--- src/rtl/gpio_debounce_regs.vh ---
// gpio_debounce_regs: CSR offsets and FLEN reset value shared by the RTL and the bench
`ifndef GPIO_DEBOUNCE_REGS_VH
`define GPIO_DEBOUNCE_REGS_VH
`define GPIO_DEBOUNCE_MASK 5'h0
`define GPIO_DEBOUNCE_PRESC 5'h1
`define GPIO_DEBOUNCE_FLEN 5'h2
`define GPIO_DEBOUNCE_RAW 5'h3
`define GPIO_DEBOUNCE_FLEN_RST 4'h3
`endif

--- src/rtl/gpio_debounce_pkg.sv ---
// gpio_debounce_pkg: register offsets, reset values and the filter-length helper
`include "gpio_debounce_regs.vh"
package gpio_debounce_pkg;
  localparam logic [4:0] ADDR_MASK = `GPIO_DEBOUNCE_MASK;
  localparam logic [4:0] ADDR_PRESC = `GPIO_DEBOUNCE_PRESC;
  localparam logic [4:0] ADDR_FLEN = `GPIO_DEBOUNCE_FLEN;
  localparam logic [4:0] ADDR_RAW = `GPIO_DEBOUNCE_RAW;
  localparam logic [3:0] FLEN_RST = `GPIO_DEBOUNCE_FLEN_RST;
  function automatic logic [3:0] eff_len(input logic [3:0] flen);
    return (flen == 4'd0) ? 4'd1 : flen;
  endfunction
endpackage

--- src/rtl/debounce_chan.sv ---
// debounce_chan: two-flop synchroniser, tick-driven stability filter and bypass mux for one pin
module debounce_chan import gpio_debounce_pkg::*; (
  input  logic       clk,
  input  logic       rst,
  input  logic       pin_i,
  input  logic       tick_i,
  input  logic       en_i,
  input  logic [3:0] flen_i,
  output logic       sync_o,
  output logic       db_o
);
  logic meta_q, sync_q, stable_q, stable_d, diff, done;
  logic [3:0] cnt_q, cnt_d, eff;
  always_comb begin
    eff = eff_len(flen_i);
    diff = sync_q != stable_q;
    done = ({1'b0, cnt_q} + 5'd1) >= {1'b0, eff};
    stable_d = (diff && tick_i && done) ? sync_q : stable_q;
    cnt_d = !diff ? 4'd0 : !tick_i ? cnt_q : done ? 4'd0 : cnt_q + 4'd1;
  end
  always_ff @(posedge clk) begin
    if (rst) begin
      meta_q <= 1'b0;
      sync_q <= 1'b0;
      stable_q <= 1'b0;
      cnt_q <= 4'd0;
    end else begin
      meta_q <= pin_i;
      sync_q <= meta_q;
      stable_q <= stable_d;
      cnt_q <= cnt_d;
    end
  end
  assign sync_o = sync_q;
  assign db_o = en_i ? stable_q : sync_q;
endmodule

--- src/rtl/gpio_debounce.sv ---
// gpio_debounce: per-pin synchroniser and glitch filter with CSR controls
// GPIO_DEBOUNCE_PRESCALER_EN adds the tick prescaler and PRESC register; otherwise tick is constant.
module gpio_debounce import gpio_debounce_pkg::*; #(
  parameter int WIDTH = 8
) (
  input  logic             clk,
  input  logic             rst,
  input  logic [4:0]       csr_a,
  input  logic [7:0]       csr_di,
  input  logic             csr_we,
  output logic [7:0]       csr_do,
  input  logic [WIDTH-1:0] pin,
  output logic [WIDTH-1:0] in_db
);
  logic [WIDTH-1:0] mask_q, mask_d, sync;
  logic [3:0] flen_q, flen_d;
  logic [7:0] presc_rd;
  logic tick;
`ifdef GPIO_DEBOUNCE_PRESCALER_EN
  logic [7:0] presc_q, presc_d, pcnt_q, pcnt_d;
  logic presc_we;
  always_comb begin
    presc_we = csr_we && csr_a == ADDR_PRESC;
    presc_d = presc_we ? csr_di : presc_q;
    tick = pcnt_q == presc_q;
    pcnt_d = (presc_we || tick) ? 8'd0 : pcnt_q + 8'd1;
  end
  always_ff @(posedge clk) begin
    if (rst) begin
      presc_q <= 8'd0;
      pcnt_q <= 8'd0;
    end else begin
      presc_q <= presc_d;
      pcnt_q <= pcnt_d;
    end
  end
  assign presc_rd = presc_q;
`else
  assign tick = 1'b1;
  assign presc_rd = 8'h00;
`endif
  always_comb begin
    mask_d = (csr_we && csr_a == ADDR_MASK) ? csr_di[WIDTH-1:0] : mask_q;
    flen_d = (csr_we && csr_a == ADDR_FLEN) ? csr_di[3:0] : flen_q;
    csr_do = csr_a == ADDR_MASK  ? 8'(mask_q) :
             csr_a == ADDR_PRESC ? presc_rd :
             csr_a == ADDR_FLEN  ? {4'h0, flen_q} :
             csr_a == ADDR_RAW   ? 8'(sync) : 8'h00;
  end
  always_ff @(posedge clk) begin
    if (rst) begin
      mask_q <= '0;
      flen_q <= FLEN_RST;
    end else begin
      mask_q <= mask_d;
      flen_q <= flen_d;
    end
  end
  for (genvar i = 0; i < WIDTH; i++) begin : g_chan
    debounce_chan u_chan (
      .clk   (clk),
      .rst   (rst),
      .pin_i (pin[i]),
      .tick_i(tick),
      .en_i  (mask_q[i]),
      .flen_i(flen_q),
      .sync_o(sync[i]),
      .db_o  (in_db[i])
    );
  end
endmodule

--- config.mk ---
export PLATFORM = sky130hd
export DESIGN_NAME = gpio_debounce
export DESIGN_NICKNAME = d
export VERILOG_FILES = /design/src/rtl/gpio_debounce_pkg.sv /design/src/rtl/debounce_chan.sv /design/src/rtl/gpio_debounce.sv
export VERILOG_INCLUDE_DIRS = /design/src /design/src/rtl
export SDC_FILE = /design/constraint.sdc
export NUM_CORES = 1
export LEC_CHECK = 0
export ABC_AREA = 1
export CAP_MARGIN = 10
export CORE_AREA = 10 10 95 117
export CTS_BUF_LIST = sky130_fd_sc_hd__clkbuf_16
export DETAILED_ROUTE_END_ITERATION = 7
export DIE_AREA = 0 0 105 127
export GPL_ROUTABILITY_DRIVEN = 0
export PLACE_DENSITY = 0.72
export SETUP_SLACK_MARGIN = 0.05
export SLEW_MARGIN = 30
export SYNTH_ARGS = -nofsm -noshare
export SYNTH_HDL_FRONTEND = slang
export SYNTH_HIERARCHICAL = 1
export SYNTH_SLANG_ARGS = --single-unit
--- constraint.sdc ---
create_clock -name clk -period 1.7 [get_ports clk]
set_clock_uncertainty 0.15 [all_clocks]
set_input_delay 0.17 -clock clk [delete_from_list [all_inputs] [get_ports clk]]
set_output_delay 0.17 -clock clk [all_outputs]
set_load 0.03 [all_outputs]
# After elaboration in Yosys (flattened, before gate mapping)

Cells that the tools add are included.

Add/sub/neg operators: 16
$lt $le $gt $ge: 8
Equality and inequality tests: 11
Multiplexer cells: 13
Bitwise operators: 8
Reduce and logical (&&, ||, !) cells: 20

Operators by type and width:

| cell                | number |
|---|---|
| $add 4x1->5 const B | 8 |
| $ge 5x4->1          | 8 |
| $add 4x1->4 const B | 8 |
| $mux 8              | 4 |
| $reduce_or 3->1     | 8 |
| $eq 5x2->1 const B  | 2 |
| $logic_and 1x1->1   | 10 |
| $mux 1              | 8 |
| $ne 1x1->1          | 8 |
| $not 1->1           | 8 |
| $eq 5x1->1 const B  | 1 |
| $logic_not 5->1     | 1 |
| $logic_not 4->1     | 1 |
| $mux 4              | 1 |

Bits in registers: 68
Bits of input ports: 24
Output and inout port bits: 16
Logic and storage cells: 110

# Depth between registers and ports, before layout

Gate-level depths: netlist of the first run.

Word-level depth: 5
Gate-level depth with buffers: 13
Mapped depth without buffers: 13

# Hierarchy

Netlist of the first run, hierarchy kept.

By module, submodules not included:

| module        | instances | cells an instance | area an instance (um^2) | sequential area each (um^2) |
|---|---|---|---|---|
| debounce_chan | 8         | 62                | 454.2                   | 140.1 |
| gpio_debounce | 1         | 106               | 686.9                   | 240.2 |

# Worst setup path before layout of the first run

OpenSTA, ideal clock, no wires.

Path type: register -> register
Start: register g_chan[0].u_chan.cnt_q[0]
End: register g_chan[0].u_chan.stable_q
Library setup time: 0.115 ns
Data arrival time: 1.529 ns
Data required time: 1.435 ns
Setup slack: -0.094 ns
Stages on the path, launching flop included: 11
Buffers on the path: 0
Clock period less this slack: 1.794 ns
Path through: dfxtp_1 > ha_1 > xnor2_1 > inv_1 > ha_1 > a21oi_2 > nand2_1 > nand2_2 > nand2_2 > a21oi_1 > nor2_1

Longest elaborated chain between the ends: 3

RTL lines:

| item                   | RTL line            | source |
|---|---|---|
| start, declared        | debounce_chan.sv:13 | `logic [3:0] cnt_q, cnt_d, eff;` |
| start signal, assigned | debounce_chan.sv:31 | `cnt_q <= cnt_d;` |
| $add 4x1->5            | debounce_chan.sv:17 | `done = ({1'b0, cnt_q} + 5'd1) >= {1'b0, eff};` |
| $ge 5x4->1             | debounce_chan.sv:17 |  |
| $logic_and 1x1->1      | debounce_chan.sv:18 | `stable_d = (diff && tick_i && done) ? sync_q : stable_q;` |
| end signal, assigned   | debounce_chan.sv:30 | `stable_q <= stable_d;` |
| end, declared          | debounce_chan.sv:12 | `logic meta_q, sync_q, stable_q, stable_d, diff, done;` |

Every way passes these cells.
A chain may end at the register's enable or synchronous reset.

# Final worst setup path of the first run

Start: register flen_q[2]
End: register g_chan[3].u_chan.cnt_q[3]

Longest elaborated chain between the ends: 4

RTL lines:

| item                        | RTL line                | source |
|---|---|---|
| start, declared             | gpio_debounce.sv:16     | `logic [3:0] flen_q, flen_d;` |
| start signal, assigned      | gpio_debounce.sv:56     | `flen_q <= flen_d;` |
| $logic_not 4->1             | gpio_debounce_pkg.sv:10 | `return (flen == 4'd0) ? 4'd1 : flen;` |
| $mux 4 *                    | gpio_debounce_pkg.sv:10 |  |
| $ge 5x4->1 *                | debounce_chan.sv:17     |  |
| $reduce_or 3->1 (no line) * | -                       |  |
| end signal, assigned        | debounce_chan.sv:31     |  |
| end, declared               | debounce_chan.sv:13     |  |

Every way passes the cells marked *; elsewhere a longest branch is shown, timed or not.

==> flow_summary.yaml, run 1 <==
place:
  placed_cells: 831
  hpwl_um: 7930
  io_buffers: 39
critical_path:
  slowest_stage: "dfxtp_4"
  path_cells: "inv_1 -> a31o_1 -> ha_1 -> inv_1 -> nand2_2 -> nand2_1 -> nand2_1 -> nand2_2 -> nand2_2 -> nand2_2 -> nand3_4 -> nor2_1"
  crit_path_max_fanout: 10
  cp_data_required_time_ps: 1820
  cp_top_family: "simple AND/OR/NAND/NOR gates"
  crit_type: "reg -> reg"
  cp-end-kind: "flip-flop"
  start_kind: "flip-flop"
  cp_num_buf_inv: 2
  arrival_ps: 1930
  max_stage_delay_ps: 420
  crit_top_cell: "nand2_2"
power_and_ir_drop:
  intPower_mw: 2.86
  p_seq_share_pct: 43.1
  power_frac_clock_pct: 42.5
  p_sw_mw: 1.03
  vdd_ir_drop_max_uv: 518
  powerDensity_nw_per_um2: 639
  p_comb_share_pct: 14.4
  switching_share_pct: 26.5
  p_leak_nw: 3.01
cts:
  htreeDepth: 3
  clockBufferDepth: 2
  clkTransAtPathRegs_ps: 60
  cts_sinks: 68
  root_buffer: "clkbuf_16"
  clk-insertion-delay-late_ps: 330
  numCtsBuffers: 9
  cts_tree: "done"
synthesis:
  synth_cell_types: 27
  synth_top_area_share_pct: 31.5
  synthCells: 602
  ys_ff_latch: 68
  syn_area_per_cell_um2: 7.18
  ys_warn_count: 6
  synthesis.area_um2: 4320
  synth_area_leaders: "dfxtp_1 (32%), ha_1 (12%), inv_1 (11%), nand2_1 (8.1%), nor2_1 (6.7%)"
  synth_area_leader_cell: "dfxtp_1"
  seq_area_frac_synth_pct: 31.5
sta:
  finalCritPeriodShare_pct: 106
  period_minus_slack_ps: 1810
  slew_violations: 0
  worst_slack_ps: -110
  hold_slack_ps: 205
  hold_viol: 0
  fmax_ghz: 0.552
  rsz0062_at_grt: "yes"
  finalSetupViolations: 40
route:
  drt-pass1-iter-count: 4
  drcViolationCount: 0
  drt_iter0_markers: 97
  wire_per_inst_um: 12.1
  drt_wl_total_um: 10300
  postRouteAntennaNets: 0
  via_per_inst: 4.71
  num_vias: 4012
floorplan:
  core_um2: 8980
  std_cell_rows: 39
  dieArea_um2: 13300
  start_util_pct: 48.1
  boundaryPins: 40
  fp.dieW_um: 105
  die_h_um: 127
grt:
  grt_pass1_wl_um: 17700
  antenna_found_initial: 0
  grt_overflow: 0
  grt_pass1_vias: 4124
  grt_max_degree: 17
  grt.total_usage_pct: 15.9
cells_and_area:
  area_growth_pct: 40.7
  drive_gt1_share_pct: 33.7
  fill_cells: 761
  layout_common_cells: "inv_1 (117), nand2_1 (89), buf_4 (78), nor2_1 (67), dfxtp_1 (49)"
  fin_cells: 852
  finalNetCount: 788
  antenna_cells: 0
  mostFrequentLayoutCell: "inv_1"
run_status:
  status: "finished with violations"
  violations: "setup timing"
job:
  cap_violations: 0
hold_path:
  hold_class: "in -> reg"
==> worst reg2reg max path: cells and delay by family (launching register included) <==
family                   cells  cell delay [ps]
flip-flops                   1              420
buffers and inverters        2              140
adder cells (fa/ha/maj)      1              260
AND/OR/NAND/NOR              8              560
AO/OA/AOI/OAI                1              220
==> stage by stage <==
stage / cell area [um^2] / power (mW) / setup WS (ps) / setup TNS, ps / utilization [%]
4_1_cts: 6020 / 3.90 / -107 / -3020 / 67.0
3_5_place_dp: 5610 / 2.23 / -176 / -5830 / 62.4
2_1_floorplan: 4630 / 2.04 / 7.43 / 0 / -
3_3_place_gp: 5610 / 2.21 / -137 / -3930 / 62.4
6_report: 6080 / 3.89 / -110 / -2900 / 67.7
5_1_grt: 6080 / 4.07 / -245 / -7940 / 67.7
==> routing by layer <==
layer	vias to the layer above	track usage, %	part of all wire [%]
met5	-	0	0
met4	0	6.63	1.8
met3	13	3.82	3.2
met2	54	30.0	54
met1	1844	16.5	41
li1	2101	-	-
==> registers in the layout, indices dropped and copies added, names as in the netlist <==
| register | cells |
|---|---|
| flen_q | 4 |
| g_chan.u_chan/stable_q | 8 |
| g_chan.u_chan/meta_q | 8 |
| mask_q | 8 |
| g_chan.u_chan/sync_o | 8 |
| g_chan.u_chan/cnt_q | 32 |
==> final cells by class <==
cell class,count,area (um^2),area share (%)
multi-input combinational,399,2870,47.2
sequential,68,1390,22.9
timing repair buffer,114,913,15.0
inverter,132,495,8.15
clock buffer,9,225,3.70
tap,123,154,2.53
clock inverter,7,35.0,0.576
==> power by group through the flow <==
stage	registers, mW	clock network, mW	logic (mW)
floorplan	1.71	0	0.328
global placement	1.71	0	0.499
detailed placement	1.71	0	0.516
CTS	1.67	1.69	0.537
global route	1.68	1.76	0.624
finish	1.68	1.65	0.559
==> kinds of logic after synthesis <==
family          Yosys count  share of synthesized area, %
simple gates            255                          27.5
buf+inv                 142                          13.4
flops                    68                          31.5
compound gates           64                          9.15
fa+ha+maj                40                          11.6
xor+xnor                 24                          4.87
mux                       8                          1.85
other cells               1                        0.0868
==> worst paths after layout <==
kind	slack (ps)	to	startpoint	cells after the start
setup / recovery	-110	g_chan[3].u_chan/cnt_q[3]	flen_q[2]	12
hold / removal	210	g_chan[2].u_chan/meta_q	pin[2]	3
setup reg to reg	-110	g_chan[3].u_chan/cnt_q[3]	flen_q[2]	12
hold reg to reg	250	g_chan[1].u_chan/sync_o	g_chan[1].u_chan/meta_q	2
==> cell usage after synthesis <==
master,instances
o21ai_1,16
nor2_4,2
a21oi_2,8
a21oi_1,16
nand2_1,93
inv_2,8
mux2i_1,8
ha_1,40
or2_2,8
a31o_1,8
nand4_1,5
nand3_2,8
conb_1,1
dfxtp_1,68
clkbuf_8,1
nand2_2,32
xor2_1,8
inv_1,124
xnor2_1,16
buf_6,1
o21ai_0,8
nor2_1,77
buf_4,8
o22ai_1,4
o211ai_1,4
nand4_4,1
nand3_1,29
==> timing repair <==
action,in CTS,in global routing
pin swaps,18,6
setup endpoints to repair,56,52
resized for setup,46,42
endpoints found under the hold margin,0,0
setup buffers,4,2
hold buffers,0,0
No activity file was read; power rests on OpenSTA's default activity.
==> run 2: changes to the inputs <==
- CORE_AREA: 10 10 95 117 -> 2 2 87 109
- DIE_AREA: 0 0 105 127 -> 0 0 89 111
==> run 2 against run 1 <==
Net effect: the run still ends with setup timing left; flip-flop and latch count unchanged; non-clock buffer count grew 1; fmax down 2.9%; final cell count increased by 0.12%; worst setup slack lost 54 ps; register-to-register slack worse by 50 ps; wire length decreased by 1.8%; critical path type unchanged; largest power group is now clock.
==> flow_summary.yaml, run 2 (synthesized netlist as in run 1, its figures left out) <==
run_status:
  status: "finished with violations"
  violations: "setup timing"
floorplan:
  boundaryPins: 40
  std_cell_rows: 39
  core_um2: 8980
  die_h_um: 111
  fp.dieW_um: 89
  dieArea_um2: 9880
  start_util_pct: 48.1
grt:
  grt.total_usage_pct: 21.9
  grt_overflow: 0
  grt_pass1_vias: 4069
  antenna_found_initial: 0
  grt_max_degree: 21
  grt_pass1_wl_um: 17200
critical_path:
  start_kind: "flip-flop"
  cp_data_required_time_ps: 1830
  crit_type: "reg -> reg"
  r2r_slack_ps: -160
  crit_path_max_fanout: 4
  arrival_ps: 1990
  cp-end-kind: "flip-flop"
place:
  io_buffers: 39
  hpwl_um: 7290
cts:
  clockBufferDepth: 2
  clkTransAtPathRegs_ps: 60
  root_buffer: "clkbuf_16"
  htreeDepth: 3
  cts_sinks: 68
  cts_hold_buf: 0
  cts_tree: "done"
  clk-insertion-delay-late_ps: 330
  numCtsBuffers: 9
cells_and_area:
  fill_cells: 751
  final_util_pct: 69.0
  mostFrequentLayoutCell: "inv_1"
  area_growth_pct: 43.4
  layout_common_cells: "inv_1 (107), nand2_1 (89), buf_4 (76), nor2_1 (70), dfxtp_1 (49)"
  finalNetCount: 789
  antenna_cells: 0
  largest_register_ffs: 32
  regMostFlops: "g_chan.u_chan/cnt_q"
  drive_gt1_share_pct: 34.9
route:
  via_per_inst: 4.71
  num_vias: 4020
  drt_iter0_markers: 116
  postRouteAntennaNets: 0
  drt_wl_total_um: 10100
  drcViolationCount: 0
  wire_per_inst_um: 11.9
  drt-pass1-iter-count: 4
sta:
  slew_violations: 0
  finalSetupViolations: 40
  rsz0062_at_grt: "yes"
  period_minus_slack_ps: 1860
  hold_slack_ps: 201
  fmax_ghz: 0.536
  hold_viol: 0
  worst_slack_ps: -164
  finalCritPeriodShare_pct: 110
power_and_ir_drop:
  powerDensity_nw_per_um2: 677
  p_leak_nw: 3.05
  vdd_ir_drop_max_uv: 595
hold_path:
  hold_class: "in -> reg"
job:
  cap_violations: 0
[run 2: cell count changes in the layout (fill, tap and decap cells not counted), sizes merged]
cell	previous run	this run
clkbuf	19	12
clkdlybuf4s15	2	6
buf	83	85
clkinvlp	1	0
inv	133	132
bufinv	0	2
dlygate4sd2	1	3
[run 2: cell type report]
cell class              instances  area [um^2]  share of cell area (%)
clock buffers                   9          225                    3.63
well taps                     123          154                    2.48
inverters                     132          495                    8.00
clock inverters                 7         81.3                    1.31
flip-flops and latches         68         1390                    22.5
repair buffers                115          958                    15.5
multi-input cells             399         2890                    46.6
[run 2: critical path: stages, from the launching register on]
cell     delay [ps]
dfxtp_4         370
buf_6           130
inv_2            40
a31o_1          210
ha_1            260
inv_1            60
nand2_2          40
nand2_1          60
nand2_1          60
nand2_2          70
nand2_4          70
nand2_4          60
nand3_4          90
nor2_2          120
[run 2: routing by layer]
metal	part of all wire, %	global-route usage [%]
met1	43	25.9
met2	52	38.6
met3	3.5	4.17
met4	2.0	7.46
met5	0	0
[run 2: per-stage QoR]
step | power (mW) | setup TNS, ps | area, um^2 | std cells | worst slack (ps)
final | 4.20 | -4310 | 6200 | 853 | -164
after global routing | 4.39 | -8530 | 6200 | 853 | -266
after CTS | 4.22 | -4050 | 6120 | 852 | -142
after detailed placement | 2.22 | -6580 | 5560 | 825 | -214
after global placement | 2.20 | -4600 | 5560 | 825 | -141
after floorplan | 2.04 | 0 | 4630 | 609 | 7.43
[run 2: power by group]
| group | switching, mW | internal [mW] |
|---|---|---|
| Clock | 0.687 | 1.26 |
| Combinational | 0.314 | 0.259 |
| Sequential | 0.0381 | 1.64 |
[run 2: repair_timing]
item | in CTS | in global routing
setup endpoints to repair | 56 | 52
pin swaps | 24 | 17
endpoints found under the hold margin | 0 | 0
buffers inserted | 11 | 2
resized for setup | 64 | 40
[run 2: path summary, 6_finish.rpt]
path / depth (start not counted) / endpoint / startpoint
hold / removal: 3 / g_chan[6].u_chan/meta_q / pin[6]
setup / recovery: 13 / g_chan[0].u_chan/cnt_q[3] / flen_q[2]
setup reg to reg: 13 / g_chan[0].u_chan/cnt_q[3] / flen_q[2]
hold reg to reg: 2 / g_chan[7].u_chan/sync_o / g_chan[7].u_chan/meta_q
==> run 3: changes to the inputs <==
- CORE_AREA: 2 2 87 109 -> 5 5 83 104
- DIE_AREA: 0 0 89 111 -> 0 0 88 109
- PLACE_DENSITY: 0.72 -> 0.73
- SYNTH_HIERARCHICAL: 1 -> default
==> run 3 against run 2 <==
Net effect: the run still ends with setup timing left; core utilization rose by 4.4 points; largest power group unchanged; critical path depth fell by 6; final area fell by 9.9%; fmax fell by 1.1%; synthesized cell count fell by 21%; first-iteration DRC count rose by 70%; wire length rose by 1.1%; register-to-register slack got worse by 20 ps; sequential power barely moved.
==> flow_summary.yaml, run 3 <==
place:
  hpwl_um: 6070
  io_buffers: 39
  placed_cells: 620
synthesis:
  synth_top_family_by_area: "simple AND/OR/NAND/NOR gates"
  synth_compound_gate_area_share_pct: 8.55
  ys_top_cells_by_count: "inv_1 (81), nand2_1 (76), dfxtp_1 (68), nor2_1 (64), ha_1 (40)"
  synth_area_leaders: "dfxtp_1 (37%), ha_1 (14%), inv_1 (8.3%), nand2_1 (7.8%), nor2_1 (6.6%)"
  synth_cell_types: 31
  ys_warn_count: 0
  synthSimpleGateAreaFrac_pct: 24.8
  synthCells: 473
  synth_area_leader_cell: "dfxtp_1"
  muxShareOfSynthArea_pct: 0
  synth-xor-area-share_pct: 4.31
  syn_nets: 537
  synth_edf_count: 0
  synth.most_common_cell: "inv_1"
  syn_area_per_cell_um2: 7.73
  ys_ff_latch: 68
  synth_top_area_share_pct: 37.2
  synth_flop_cell: "dfxtp_1"
  synthAdderAreaFrac_pct: 13.7
  seq_area_frac_synth_pct: 37.2
  async_flop_share_pct: 0
  synthesis.area_um2: 3660
cells_and_area:
  largest_register_ffs: 32
  fill_cells: 510
  finalNetCount: 621
  layout_common_cells: "inv_1 (65), nor2_1 (60), nand2_1 (51), buf_4 (47), dfxtp_1 (42)"
  mostFrequentLayoutCell: "inv_1"
  regMostFlops: "g_chan.u_chan.cnt_q"
  antenna_cells: 0
  fin_cells: 657
  area_growth_pct: 52.7
  drive_gt1_share_pct: 44.3
  final_util_pct: 73.4
critical_path:
  crit_type: "reg -> reg"
  arrival_ps: 1980
  cp-startpoint: "g_chan[2].u_chan.cnt_q[1]"
  cp-end-kind: "flip-flop"
  regToRegStartpoint: "g_chan[2].u_chan.cnt_q[1]"
  r2r_slack_ps: -190
  timing.rr.end: "g_chan[2].u_chan.cnt_q[2]"
  r2r_cells: 7
  cp_data_required_time_ps: 1790
  start_kind: "flip-flop"
  crit_path_max_fanout: 4
power_and_ir_drop:
  vdd_ir_drop_max_uv: 591
  powerDensity_nw_per_um2: 731
  p_leak_nw: 2.43
sta:
  period_minus_slack_ps: 1890
  maxSlewHeadroom_pct: 80.1
  tns_ps: -2420
  hold_viol: 0
  fmax_ghz: 0.530
  rsz0062_at_grt: "yes"
  slew_violations: 0
  finalCritPeriodShare_pct: 111
  finalSetupViolations: 33
  tightestPinTransition_ps: 297
  hold_slack_ps: 173
  worst_slack_ps: -185
grt:
  grt_pass1_wl_um: 15800
  grt_max_degree: 23
  antenna_found_initial: 0
  grt_overflow: 0
  grt.total_usage_pct: 21.4
  grt_pass1_vias: 3460
route:
  num_vias: 3388
  drcViolationCount: 0
  drt_iter0_markers: 197
  via_per_inst: 5.16
  drt_wl_total_um: 10200
  postRouteAntennaNets: 0
  wire_per_inst_um: 15.6
  drt-pass1-iter-count: 5
cts:
  htreeDepth: 3
  cts_sinks: 68
  root_buffer: "clkbuf_16"
  clk-insertion-delay-late_ps: 330
  cts_hold_buf: 0
  clkTransAtPathRegs_ps: 50
  cts_tree: "done"
  clockBufferDepth: 2
  numCtsBuffers: 9
run_status:
  status: "finished with violations"
  violations: "setup timing"
floorplan:
  fp.dieW_um: 88
  std_cell_rows: 36
  dieArea_um2: 9590
  boundaryPins: 40
  start_util_pct: 48.1
  die_h_um: 109
  core_um2: 7610
hold_path:
  hold_class: "in -> reg"
  min_path_cells: 4
  min_from: "csr_a[1]"
  holdPathEnd: "flen_q[0]"
job:
  cap_violations: 0
[run 3: cell count changes in the layout (fill, tap and decap cells not counted), moves of 10 or more]
cell	before	now
nand2_1	89	51
buf_4	76	47
nor3b_2	0	10
nor2_1	70	60
o21ai_1	16	2
inv_1	107	65
[run 3: worst max-delay path by stage]
| stage | endpoint | slack, ps | cells after the start |
|---|---|---|---|
| 3_3_place_gp | csr_do[1] | -110 | 8 |
| 2_1_floorplan | g_chan[3].u_chan.stable_q | 40 | 10 |
| 4_1_cts | g_chan[2].u_chan.cnt_q[2] | -80 | 9 |
| 5_1_grt | g_chan[2].u_chan.cnt_q[2] | -280 | 7 |
| 6_report | g_chan[2].u_chan.cnt_q[2] | -190 | 7 |
| 3_5_place_dp | g_chan[6].u_chan.cnt_q[1] | -130 | 9 |
[run 3: final cells by class]
cell class | instances | area (um^2) | area share [%]
inverters | 84 | 338 | 6.05
multi-input cells | 309 | 2690 | 48.1
clock inverters | 7 | 58.8 | 1.05
clock buffers | 9 | 225 | 4.03
repair buffers | 85 | 733 | 13.1
flip-flops and latches | 68 | 1420 | 25.5
well taps | 95 | 119 | 2.13
[run 3: report_power, final]
part	internal (mW)	switching (mW)	leakage [nW]	total (mW)
logic	0.273	0.313	1.72	0.586
clock network	1.11	0.677	0.141	1.79
registers	1.65	0.0615	0.569	1.71
total	3.03	1.05	2.43	4.08
[run 3: what timing repair did]
action | in CTS | in global routing
hold endpoints to repair | 0 | 0
resized for setup | 115 | 87
pin swaps | 56 | 66
buffers inserted | 9 | 12
endpoints found under the setup margin | 54 | 51
[run 3: metrics by stage]
step           setup slack (ps)  total power [mW]  instance area, um^2
3_3_place_gp               -111              2.17                 4400
6_report                   -185              4.08                 5590
3_5_place_dp               -129              2.19                 4400
2_1_floorplan              39.7              2.02                 3810
5_1_grt                    -282              4.23                 5590
4_1_cts                   -77.2              4.01                 5190
[run 3: layer usage]
| layer | GRT usage, % | wire length, um | up-vias | share of wire, % |
|---|---|---|---|---|
| li1 | - | - | 1668 | - |
| met1 | 23.1 | 4160 | 1628 | 41 |
| met2 | 39.9 | 5530 | 70 | 54 |
| met3 | 2.80 | 285 | 22 | 2.8 |
| met4 | 11.1 | 250 | 0 | 2.4 |
| met5 | 0 | 0 | - | 0 |
[run 3: kinds of logic (layout without fill, tap and decap cells)]
kind of cell,Yosys count,after routing
AND/OR/NAND/NOR,202,202
buffers and inverters,96,185
flip-flops,68,68
AO/OA/AOI/OAI,49,49
adder cells (fa/ha/maj),40,40
XOR/XNOR,18,18
[run 3: worst max-delay path, cell delays in order, from the launching register on]
cell and delay (ps):
dfxtp_4 350, ha_4 180, xor2_4 160, ha_1 290
o21a_1 190, nand2_2 70, nand4_1 190, nor2_1 210
